File: src/rtl/softmax_norm.sv
// Softmax normaliser: collects a group of Q16.16 exp values, then emits each
// value divided by the group sum. Define SOFTMAX_SAT_EN for saturating sum and a result clamp at 1.0.
module softmax_norm #(
    parameter int DEPTH = 8
) (
    input  logic        clk,
    input  logic        rst,
    input  logic        in_valid,
    output logic        in_ready,
    input  logic [31:0] in_data,
    input  logic        in_last,
    output logic        out_valid,
    input  logic        out_ready,
    output logic [31:0] out_data,
    output logic        out_last,
    output logic        busy
);

    localparam int CW = $clog2(DEPTH + 1);
    localparam int IW = $clog2(DEPTH);

    typedef enum logic [1:0] {
        S_COLLECT = 2'd0,
        S_DIV     = 2'd1,
        S_OUT     = 2'd2
    } state_t;

    state_t        state_q;
    logic [CW-1:0] count_q;
    logic [IW-1:0] idx_q;
    logic [31:0]   sum_q;
    logic [5:0]    bit_q;
    logic [31:0]   rem_q;
    logic [30:0]   quo_q;
    logic [47:0]   dvd_q;
    logic          out_valid_q;
    logic [31:0]   out_data_q;
    logic          out_last_q;
    logic [31:0]   buf_q [DEPTH];

    logic [47:0]   dvd_cur_s;
    logic [31:0]   rem_cur_s;
    logic [30:0]   quo_cur_s;
    logic [32:0]   rem_sh_s;
    logic          div_ge_s;
    logic [31:0]   rem_d;
    logic [31:0]   quo_d;
    logic [47:0]   dvd_d;
    logic [31:0]   result_s;

`ifdef SOFTMAX_SAT_EN
    logic          ovf_q;
    logic          ovf_cur_s;
    logic          ovf_d;
`endif

    function automatic logic [31:0] add_sum(input logic [31:0] a, input logic [31:0] b);
`ifdef SOFTMAX_SAT_EN
        logic [32:0] s;
        s = {1'b0, a} + {1'b0, b};
        if (s[32]) begin
            return 32'hFFFF_FFFF;
        end else begin
            return s[31:0];
        end
`else
        return a + b;
`endif
    endfunction

    assign in_ready  = (state_q == S_COLLECT);
    assign busy      = (state_q != S_COLLECT);
    assign out_valid = out_valid_q;
    assign out_data  = out_data_q;
    assign out_last  = out_last_q;

    // One restoring-division step; step 0 loads the dividend straight from the buffer.
    always_comb begin
        dvd_cur_s = dvd_q;
        rem_cur_s = rem_q;
        quo_cur_s = quo_q;
        if (bit_q == 6'd0) begin
            dvd_cur_s = {buf_q[idx_q], 16'h0000};
            rem_cur_s = 32'd0;
            quo_cur_s = 31'd0;
        end else begin
            dvd_cur_s = dvd_q;
            rem_cur_s = rem_q;
            quo_cur_s = quo_q;
        end
        rem_sh_s = {rem_cur_s, dvd_cur_s[47]};
        div_ge_s = (rem_sh_s >= {1'b0, sum_q});
        if (div_ge_s) begin
            rem_d = rem_sh_s[31:0] - sum_q;
        end else begin
            rem_d = rem_sh_s[31:0];
        end
        quo_d = {quo_cur_s, div_ge_s};
        dvd_d = {dvd_cur_s[46:0], 1'b0};
    end

`ifdef SOFTMAX_SAT_EN
    // Quotient bits that shift past bit 31 are remembered so the clamp sees the full 48-bit value.
    always_comb begin
        if (bit_q == 6'd0) begin
            ovf_cur_s = 1'b0;
        end else begin
            ovf_cur_s = ovf_q;
        end
        ovf_d = ovf_cur_s | quo_d[31];
        if (sum_q == 32'd0) begin
            result_s = 32'd0;
        end else if (ovf_cur_s || (quo_d > 32'h0001_0000)) begin
            result_s = 32'h0001_0000;
        end else begin
            result_s = quo_d;
        end
    end

    // Overflow tracker for the clamp.
    always_ff @(posedge clk or posedge rst) begin
        if (rst) begin
            ovf_q <= 1'b0;
        end else if (state_q == S_DIV) begin
            ovf_q <= ovf_d;
        end else begin
            ovf_q <= ovf_q;
        end
    end
`else
    // Final quotient selection; a zero sum yields zero without a real divide.
    always_comb begin
        if (sum_q == 32'd0) begin
            result_s = 32'd0;
        end else begin
            result_s = quo_d;
        end
    end
`endif

    // Element storage; contents need no reset since count gates every read.
    always_ff @(posedge clk) begin
        if ((state_q == S_COLLECT) && in_valid) begin
            buf_q[count_q[IW-1:0]] <= in_data;
        end
    end

    // Main control FSM with registered output handshake.
    always_ff @(posedge clk or posedge rst) begin
        if (rst) begin
            state_q     <= S_COLLECT;
            count_q     <= '0;
            idx_q       <= '0;
            sum_q       <= 32'd0;
            bit_q       <= 6'd0;
            rem_q       <= 32'd0;
            quo_q       <= 31'd0;
            dvd_q       <= 48'd0;
            out_valid_q <= 1'b0;
            out_data_q  <= 32'd0;
            out_last_q  <= 1'b0;
        end else begin
            case (state_q)
                S_COLLECT: begin
                    if (in_valid) begin
                        count_q <= count_q + CW'(1);
                        sum_q   <= add_sum(sum_q, in_data);
                        if (in_last || (count_q == CW'(DEPTH - 1))) begin
                            state_q <= S_DIV;
                            idx_q   <= '0;
                            bit_q   <= 6'd0;
                        end
                    end
                end
                S_DIV: begin
                    rem_q <= rem_d;
                    quo_q <= quo_d[30:0];
                    dvd_q <= dvd_d;
                    if (bit_q == 6'd47) begin
                        bit_q       <= 6'd0;
                        out_valid_q <= 1'b1;
                        out_data_q  <= result_s;
                        out_last_q  <= (CW'(idx_q) == (count_q - CW'(1)));
                        state_q     <= S_OUT;
                    end else begin
                        bit_q <= bit_q + 6'd1;
                    end
                end
                S_OUT: begin
                    if (out_ready) begin
                        out_valid_q <= 1'b0;
                        if (out_last_q) begin
                            count_q <= '0;
                            sum_q   <= 32'd0;
                            state_q <= S_COLLECT;
                        end else begin
                            idx_q   <= idx_q + IW'(1);
                            state_q <= S_DIV;
                        end
                    end
                end
                default: begin
                    state_q <= S_COLLECT;
                end
            endcase
        end
    end

endmodule

File: config.mk
export PLATFORM = sky130hd
export DESIGN_NAME = softmax_norm
export DESIGN_NICKNAME = d
export VERILOG_FILES = /design/src/rtl/softmax_norm.sv
export SDC_FILE = /design/constraint.sdc
export NUM_CORES = 1
export LEC_CHECK = 0
export BUFFER_PORTS_ARGS = -buffer_cell sky130_fd_sc_hd__clkbuf_2
export CAP_MARGIN = 20
export CELL_PAD_IN_SITES_DETAIL_PLACEMENT = 1
export CELL_PAD_IN_SITES_GLOBAL_PLACEMENT = 1
export CORE_ASPECT_RATIO = 0.5
export CORE_UTILIZATION = 51
export DETAILED_ROUTE_END_ITERATION = 8
export GPL_TIMING_DRIVEN = 1
export MAX_ROUTING_LAYER = met4
export PLACE_DENSITY_LB_ADDON = 0.15
export SKIP_LAST_GASP = 1
export SLEW_MARGIN = 0
export SYNTH_ARGS = -nofsm -noshare
export SYNTH_HDL_FRONTEND = slang
export SYNTH_SLANG_ARGS = --single-unit
File: constraint.sdc
create_clock -name clk -period 7.13 [get_ports clk]
set_clock_uncertainty 0.05 [all_clocks]
set_input_delay 1.426 -clock clk [delete_from_list [all_inputs] [get_ports clk]]
set_output_delay 1.426 -clock clk [all_outputs]
set_load 0.05 [all_outputs]
After elaboration in Yosys (flattened, before gate mapping)
Memories as Yosys holds them, arrays and structs flattened.
Cells that the tools add are included.
{"block": "word_totals", "regBits": 191, "ram_bits": 256, "inputBits": 37, "out_inout_bits": 36, "elab_cells": 78, "memories": 1}
{"block": "classes", "add_sub_neg": 6, "order_cmp": 1, "n_eq_ne": 11, "n_mux": 33, "n_reduce_logical": 15}
{"memory": "buf_q", "depth": 8, "word_bits": 32, "read_ports": 1, "rd_ports_with_merged_regs": 0, "wr": 1, "line_no": "39", "text": "logic [31:0] buf_q [DEPTH];"}
{"cell": "32-bit 2-to-1 mux", "n": 6}
{"cell": "32-bit one-hot mux with 2 select lines", "n": 1}
{"cell": "48-bit 2-to-1 mux", "n": 1}
{"cell": "33-bit by 32-bit >= comparator with 1-bit output", "n": 1}
{"cell": "32-bit adder", "n": 1}
{"cell": "32-bit logical NOT", "n": 1}
{"cell": "32-bit subtractor", "n": 1}
{"cell": "31-bit 2-to-1 mux", "n": 1}
{"cell": "6-bit 2-to-1 mux", "n": 3}
{"cell": "3-bit 2-to-1 mux", "n": 4}
{"cell": "4-bit 2-to-1 mux", "n": 3}
{"cell": "6-bit one-hot mux with 2 select lines", "n": 1}
{"cell": "2-bit inequality test (second input constant)", "n": 5}
{"cell": "2-bit 2-to-1 mux", "n": 4}
{"cell": "4-bit one-hot mux with 2 select lines", "n": 1}
{"cell": "4-bit AND reduction", "n": 2}
{"cell": "2-bit nonzero test", "n": 4}
{"cell": "6-bit by 1-bit adder with 6-bit output (second input constant)", "n": 1}
{"cell": "6-bit equality test (second input constant)", "n": 1}
{"cell": "6-bit logical NOT", "n": 1}
{"cell": "2-bit one-hot mux with 3 select lines", "n": 1}
{"cell": "3-bit one-hot mux with 2 select lines", "n": 1}
{"cell": "3-bit AND reduction", "n": 2}
{"cell": "1-bit 2-to-1 mux", "n": 5}
{"cell": "14 further kinds", "n": 14}

Logic depth before layout (Yosys ltp)
Gate-level depths: netlist (run 1).
{"block": "depth", "word_depth": 5, "ltp_mapped": 21, "ltp_nobuf": 18}

Worst setup path after synthesis (run 1)
No wires, ideal clock.
{"block": "synth_timing", "kind": "input to register", "from": "input in_valid", "to": "memory buf_q[0][0], enable pin", "setup_ns": 0.502, "t_arrival_ns": 4.889, "required_time_ns": 6.578, "slack_ns": 1.690, "cell_stages": 3, "path_buffers": 1, "path_cell_list": "nand2_1 -> clkbuf_1 -> nor4_1"}
{"block": "synth_between", "elab_chain_len": 3}
{"element": "from (decl)", "line_no": "8", "text": "input logic in_valid,"}
{"element": "1-bit logical AND", "line_no": "143", "text": "if ((state_q == S_COLLECT) && in_valid) begin"}
{"element": "1-bit 2-to-1 mux", "line_no": "143"}
{"element": "1-bit 2-to-1 mux (implied by the code)", "line_no": "144", "text": "buf_q[count_q[IW-1:0]] <= in_data;"}
{"element": "to (decl)", "line_no": "39"}
No other way between the ends.

Worst setup path after layout (run 1)
{"block": "layout_timing", "from": "register idx_q[0]", "to": "register rem_q[22]"}
{"block": "layout_between", "elab_chain_len": 4, "elab_cells_between_ends": 5, "classes_between": "add/sub: 1; order compare: 1; mux: 2; memory: 1"}
{"element": "from (decl)", "line_no": "30", "text": "logic [IW-1:0] idx_q;"}
{"element": "from (signal assigned)", "line_no": "197", "text": "idx_q <= idx_q + IW'(1);"}
{"element": "memory read 8 x 32 bit *"}
{"element": "48-bit 2-to-1 mux *", "line_no": "82", "text": "if (bit_q == 6'd0) begin"}
{"element": "32-bit subtractor / 33-bit by 32-bit >= comparator with 1-bit output (equally long branches)", "line_no": "94, 92"}
{"element": "32-bit 2-to-1 mux *", "line_no": "93", "text": "if (div_ge_s) begin"}
{"element": "to (signal assigned)", "line_no": "176", "text": "rem_q <= rem_d;"}
{"element": "to (decl)", "line_no": "33", "text": "logic [31:0] rem_q;"}
Every way passes the cells marked *; elsewhere a longest branch is shown, timed or not.
A chain may end at the register's enable or synchronous reset.

==> out/results.txt, run 1 <==
Max FO, Critical Path = 30
site row count = 51
Worst-Skew Late Latency = 0.55 ns
Tot GR Track Use = 28.6%
slowest CP cell = dfrtp_4
hold path depth = 2
DRT iter0 DRCs = 1,131
total of max-cap violations = 0
met3 wire len = 2.83 mm
crit-path leading delay family = compound AO/OA/AOI/OAI gates
Post-synth top flop = edfxtp_1
Core Region = 39,200 sq um
LEAKAGE = 0.00871 uW
crit start category = register
vias per inst = 6.14
CTS clk-pin slew, worst paths = 0.08 ns
sequential element share of the synthesized area = 58.8%
ys async rst share = 40.6%
layout cells sized above 1 = 15.1%
Post-Syn Nets = 1,767
I/O pins = 73
synthesis-to-layout area growth = 10.9%
vias in the first global route = 14,600
Yosys warnings = 0
chip height = 144 um
ANT nets after route = 0
max layer used = met4
Avg Inst Size Synth = 12.4 sq um
clock sink count = 431
hold_buf cts = 0
Initial Util = 52.3%
gpl congestion = 0.886
Pwr Density = 451 nW/um^2
Routed met2 length = 25.7 mm
Root Driver = clkbuf_16
Cells after Synth = 1,660
hold_sp = rem_q[0]
CP Capture Type = register
M1 wire length = 26.2 mm
CTS Buf Count = 39
grt ovf = 0
Layout Utilization = 58.0%
postcts setup bufs = 0
worst slew pin tran = 1.16 ns
cells on worst reg2reg path = 16
final WL = 55.8 mm
RSZ-0062 raised after global routing = no
Bufs and invs on worst path = 1
sw frac = 40.9%
Hold Path Class = reg -> reg
FF+latch count, synth = 431
RR Startpoint = idx_q[0]
initial antenna violation count = 0
Hold Vio Cnt, Final = 0
count of cell types in the netlist = 73
register share of total power = 34.0%
DRC = 0
outcome = finished clean
worst-path cell chain = mux4_2 > mux2i_1 > nor2_1 > a21oi_1 > ha_1 > inv_1 > fa_1 > a211o_1 > o211ai_1 > o2bb2ai_1 > o21bai_1 > a31o_2 > a2111oi_2 > o31a_1 > o211ai_1 > nand3_1
Worst Setup Path Type = reg -> reg
final setup fails = 0
max_slew headroom = 22.1%
nets = 1,816
Hold Path End = rem_q[0]
total of cells resized after clock tree synthesis = 0
min Tclk post-route = 4.84 ns
Highest Clock Rate = 0.206 GHz
CTS tree = built
power share of the clock group = 21.3%
crit-path max cell delay = 0.85 ns
Total Power = 10,300 uW
fin crit share = 67.9%
WP data arrival = 5.27 ns
Worst R2R Setup Slack = 2.29 ns
setup TNS = 0 ns
Via Count = 13,900
area of the mapped netlist = 20,500 sq um
Die ar. = 41,100 sq um
buffer depth of the longest clock path = 3
EDFF count, synth = 256
Most common cell on crit path = o211ai_1
max-slew violations = 0
routed len/inst = 24.6 um
Net Sw Power = 4210 uW
die width = 286 um
first-pass GRT wire length = 86.1 mm
CP required = 7.56 ns
RR Endpoint = rem_q[22]
Pint = 6070 uW
DP Wirelength = 36.2 mm
Peak VDD IR = 325 uV
Setup WS post-layout = 2.29 ns
worst slack, placed = 2.25 ns
port bufs = 72
Comb power frac = 44.7%
largest net degree at the start of global routing = 79
CTS H-tree lvls = 2
detailed-router iteration count before antenna repair = 5
## sequential cells by signal, summed over array words and instances (netlist names)
name and cells:
quo_q 31, out_last 1, buf_q 256, idx_q 3, bit_q 6, out_valid 1
dvd_q 31, out_data 32, count_q 4, state_q 2, sum_q 32, rem_q 32
## synthesized netlist by cell type (12+ instances only)
cell | count | area, sq um
nand4_1 | 14 | 87.6
mux2i_1 | 38 | 380
nand2_1 | 198 | 743
nor4_1 | 19 | 119
xor2_1 | 31 | 272
a21o_1 | 29 | 218
and2_1 | 35 | 219
a22o_1 | 37 | 324
nor3_1 | 18 | 90.1
clkbuf_1 | 66 | 248
dfrtp_1 | 175 | 4380
a21oi_1 | 107 | 536
nand3_1 | 23 | 115
ha_1 | 68 | 851
o21bai_1 | 12 | 90.1
o21ai_0 | 149 | 746
edfxtp_1 | 256 | 7690
mux4_2 | 64 | 1440
xnor2_1 | 24 | 210
nor2_1 | 93 | 349
inv_1 | 54 | 203
## cells in the final DEF (no fill, tap or decap), types with 24 or more instances in the layout
master,synthesis,layout
clkbuf_2,1,72
a21oi_1,107,107
xnor2_1,24,24
buf_4,2,24
clkbuf_16,0,39
a21o_1,29,29
inv_1,54,53
mux4_2,64,64
xor2_1,31,31
a22o_1,37,37
nor2_1,93,91
edfxtp_1,256,256
nand2_1,198,197
and2_1,35,35
ha_1,68,68
o21ai_0,149,149
dfrtp_1,175,172
mux2i_1,38,38
## cell families after synthesis
group | count (synthesis) | share of synthesized area (%)
simple gates | 440 | 9.78
flops | 431 | 58.8
compound gates | 416 | 13.0
buf+inv | 144 | 2.78
mux | 104 | 8.99
fa+ha+maj | 70 | 4.34
xor+xnor | 55 | 2.35
## power by group through the flow
stage	registers [uW]	clock network [uW]	logic (uW)
final	3490	2190	4600
after global routing	3540	2310	5090
after CTS	3480	2230	4560
after detailed placement	3530	0	4520
after global placement	3500	0	4330
after floorplan	3380	0	3480
## worst max-delay path by stage
stage / endpoint / from / slack (ns) / depth (start not counted)
finish: rem_q[22] / idx_q[0] / 2.29 / 16
global route: rem_q[22] / idx_q[0] / 1.96 / 16
CTS: rem_q[22] / idx_q[0] / 2.24 / 16
detailed placement: rem_q[22] / idx_q[0] / 2.25 / 16
global placement: rem_q[22] / idx_q[0] / 2.37 / 16
floorplan: bit_q[0] / rst / 0.91 / 1
## tightest hold or removal path: stages (launching register included)
cell and delay, ns:
dfrtp_1 0.34, nand2_1 0.05, o21ai_1 0.06
## metal layers
| layer | global-route usage [%] | up-vias |
|---|---|---|
| li1 | - | 6248 |
| met1 | 40.4 | 7232 |
| met2 | 44.2 | 358 |
| met3 | 3.83 | 87 |
| met4 | 7.01 | 0 |
| met5 | - | - |
## through the flow
step | instance area, sq um | hold WS [ns] | std cells
finish | 22800 | 0.429 | 2269
global route | 22800 | 0.445 | 2268
CTS | 22800 | 0.430 | 2267
detailed placement | 21500 | 0.415 | 2197
global placement | 21400 | 0.404 | 2196
floorplan | 20500 | 0.391 | 1660
## layout make-up
class	instances	area (sq um)
Timing Repair Buffer	98	567
Clock inverter	20	233
Clock buffer	50	1070
Fill cell	3954	16500
Antenna cell	1	2.50
Tap cell	530	663
Sequential cell	431	12100
Inverter	54	210
Multi-Input combinational cell	1085	7950
No activity file was read; power rests on OpenSTA's default activity.
==> inputs of run 2 (changes only) <==
--- a/config.mk
+++ b/config.mk
@@ -5,12 +5,13 @@
 export SDC_FILE = /design/constraint.sdc
 export NUM_CORES = 1
 export LEC_CHECK = 0
+export ABC_AREA = 1
 export BUFFER_PORTS_ARGS = -buffer_cell sky130_fd_sc_hd__clkbuf_2
 export CAP_MARGIN = 20
 export CELL_PAD_IN_SITES_DETAIL_PLACEMENT = 1
 export CELL_PAD_IN_SITES_GLOBAL_PLACEMENT = 1
 export CORE_ASPECT_RATIO = 0.5
-export CORE_UTILIZATION = 51
+export CORE_UTILIZATION = 49
 export DETAILED_ROUTE_END_ITERATION = 8
 export GPL_TIMING_DRIVEN = 1
 export MAX_ROUTING_LAYER = met4
==> constraint.sdc (replaced) <==
create_clock -name clk -period 4.5 [get_ports clk]
set_clock_uncertainty 0.05 [all_clocks]
set_input_delay 0.9 -clock clk [delete_from_list [all_inputs] [get_ports clk]]
set_output_delay 0.9 -clock clk [all_outputs]
set_load 0.05 [all_outputs]
==> out/results.txt, run 2 <==
outcome = finished clean
Worst-Skew Late Latency = 0.57 ns
CTS tree = built
LEAKAGE = 0.0104 uW
DP Wirelength = 44.9 mm
Via Count = 17,600
initial antenna violation count = 1
Total Power = 16,900 uW
port bufs = 72
M1 wire length = 30.8 mm
RR Startpoint = bit_q[0]
Worst R2R Setup Slack = 0.73 ns
FF+latch count, synth = 431
fin crit share = 83.8%
max layer used = met4
Routed met2 length = 31.3 mm
buffer depth of the longest clock path = 3
routed len/inst = 21.6 um
max-slew violations = 0
min Tclk post-route = 3.77 ns
Setup WS post-layout = 0.729 ns
CTS clk-pin slew, worst paths = 0.07 ns
Avg Inst Size Synth = 9.00 sq um
synthesis-to-layout area growth = 10.6%
hold_buf cts = 0
Die ar. = 45,400 sq um
DRT iter0 DRCs = 1,308
Post-Syn Nets = 2,533
EDFF count, synth = 256
vias per inst = 5.69
ys async rst share = 40.6%
nets = 2,578
Highest Clock Rate = 0.265 GHz
worst slack, placed = 0.728 ns
share of Yosys cell area claimed by the top area cell type = 35.2%
Core Region = 43,700 sq um
Cells after Synth = 2,426
Max FO, Critical Path = 63
Post-synth top flop = edfxtp_1
grt ovf = 0
ANT nets after route = 0
count of cell types in the netlist = 46
final setup fails = 0
clock sink count = 431
Pwr Density = 701 nW/um^2
crit start category = register
cells on worst reg2reg path = 20
area of the mapped netlist = 21,800 sq um
total of cells resized after clock tree synthesis = 0
CP required = 4.95 ns
gpl congestion = 0.969
I/O pins = 73
Peak VDD IR = 323 uV
sequential element share of the synthesized area = 55.3%
first-pass GRT wire length = 103 mm
Post-synth top cells = 632 x nand2_1, 256 x edfxtp_1, 243 x nor2_1
DRC = 0
dpl cells = 3,018
vias in the first global route = 17,900
largest net degree at the start of global routing = 96
postcts setup bufs = 0
worst slew pin tran = 0.982 ns
layout cells sized above 1 = 8.52%
synth top area cells = edfxtp_1 35%, dfrtp_1 20%, nand2_1 11%
Non-Filler Instances = 3,089
CTS H-tree lvls = 2
WP data arrival = 4.22 ns
Initial Util = 49.9%
die width = 300 um
most common library cell in the layout ignoring fill and taps = nand2_1
detailed-router iteration count before antenna repair = 5
CP Capture Type = register
Root Driver = clkbuf_16
RSZ-0062 raised after global routing = no
final WL = 66.6 mm
Hold Vio Cnt, Final = 0
max_slew headroom = 34.5%
commonest cells after routing, fill and taps aside = 632 x nand2_1, 256 x edfxtp_1, 237 x nor2_1
ANT cells = 0
Yosys warnings = 0
setup TNS = 0 ns
chip height = 151 um
Largest register FFs = 256
RR Endpoint = rem_q[1]
Tot GR Track Use = 30.4%
Worst Setup Path Type = reg -> reg
site row count = 54
Synth area leader = edfxtp_1
CTS Buf Count = 39
count leader, synth = nand2_1
total of max-cap violations = 0
met3 wire len = 3.43 mm
Hold Path Class = in -> async
==> run 2: layer usage <==
metal | global-route usage (%) | vias up
li1 | - | 8272
met1 | 41.2 | 8820
met2 | 49.7 | 417
met3 | 3.73 | 78
met4 | 5.99 | 0
met5 | - | -
==> run 2: how the worst max path moves through the flow <==
stage	end	cells past startpoint	start	slack [ns]
final	rem_q[1]	20	bit_q[0]	0.73
after floorplan	buf_q[0][0]	6	state_q[1]	0.42
after CTS	rem_q[1]	20	bit_q[0]	0.73
after global placement	rem_q[1]	20	bit_q[0]	0.78
after global routing	rem_q[20]	17	bit_q[0]	0.49
after detailed placement	rem_q[19]	20	bit_q[0]	0.73
==> run 2: logic make-up (layout without fill, tap and decap cells) <==
logic type | count (synthesis) | after routing | share of synthesized area [%]
xor gates and xnor gates | 20 | 20 | 0.803
and+or+nand+nor | 1042 | 1042 | 19.5
buffers and inverters | 343 | 418 | 6.24
DFF | 431 | 431 | 55.3
muxes | 29 | 29 | 1.33
adders and majority gates | 70 | 70 | 4.08
AOI/OAI and AO/OA | 491 | 491 | 12.8
==> run 2: cell type report <==
type / count / area, sq um
fill: 5050 / 19600
clock buffer: 49 / 1050
inverter: 247 / 933
clock inverter: 22 / 253
sequential: 431 / 12100
tap: 588 / 736
timing repair buffer: 100 / 621
multi-input combinational: 1652 / 8470
==> run 2: through the flow <==
step                cell area (sq um)  hold WS [ns]  utilization [%]
finish                          24100         0.396             55.2
global route                    24100         0.430             55.2
CTS                             24100         0.403             55.2
detailed placement              22800         0.422             52.2
global placement                22800         0.414             52.2
floorplan                       21800         0.399                -
==> run 2: report_power, final <==
part | internal (uW) | switching (uW)
Combinational | 2580 | 5460
Sequential | 4940 | 441
Clock | 1920 | 1590
Total | 9440 | 7490
==> run 2: critical path, stage by stage, from the launching register on <==
cell	delay, ns
dfrtp_1	0.41
inv_1	0.08
ha_1	0.19
nand3_4	0.24
buf_12	0.28
nand2_1	0.17
inv_1	0.06
ha_1	0.37
nand2_1	0.12
nor2_1	0.29
nand2_1	0.09
nor2_1	0.15
nand2_1	0.11
nand3_2	0.09
nor2_4	0.05
nand2_4	0.07
buf_4	0.42
nand2_1	0.11
o21ai_1	0.12
nand2_1	0.07
nand2_1	0.08
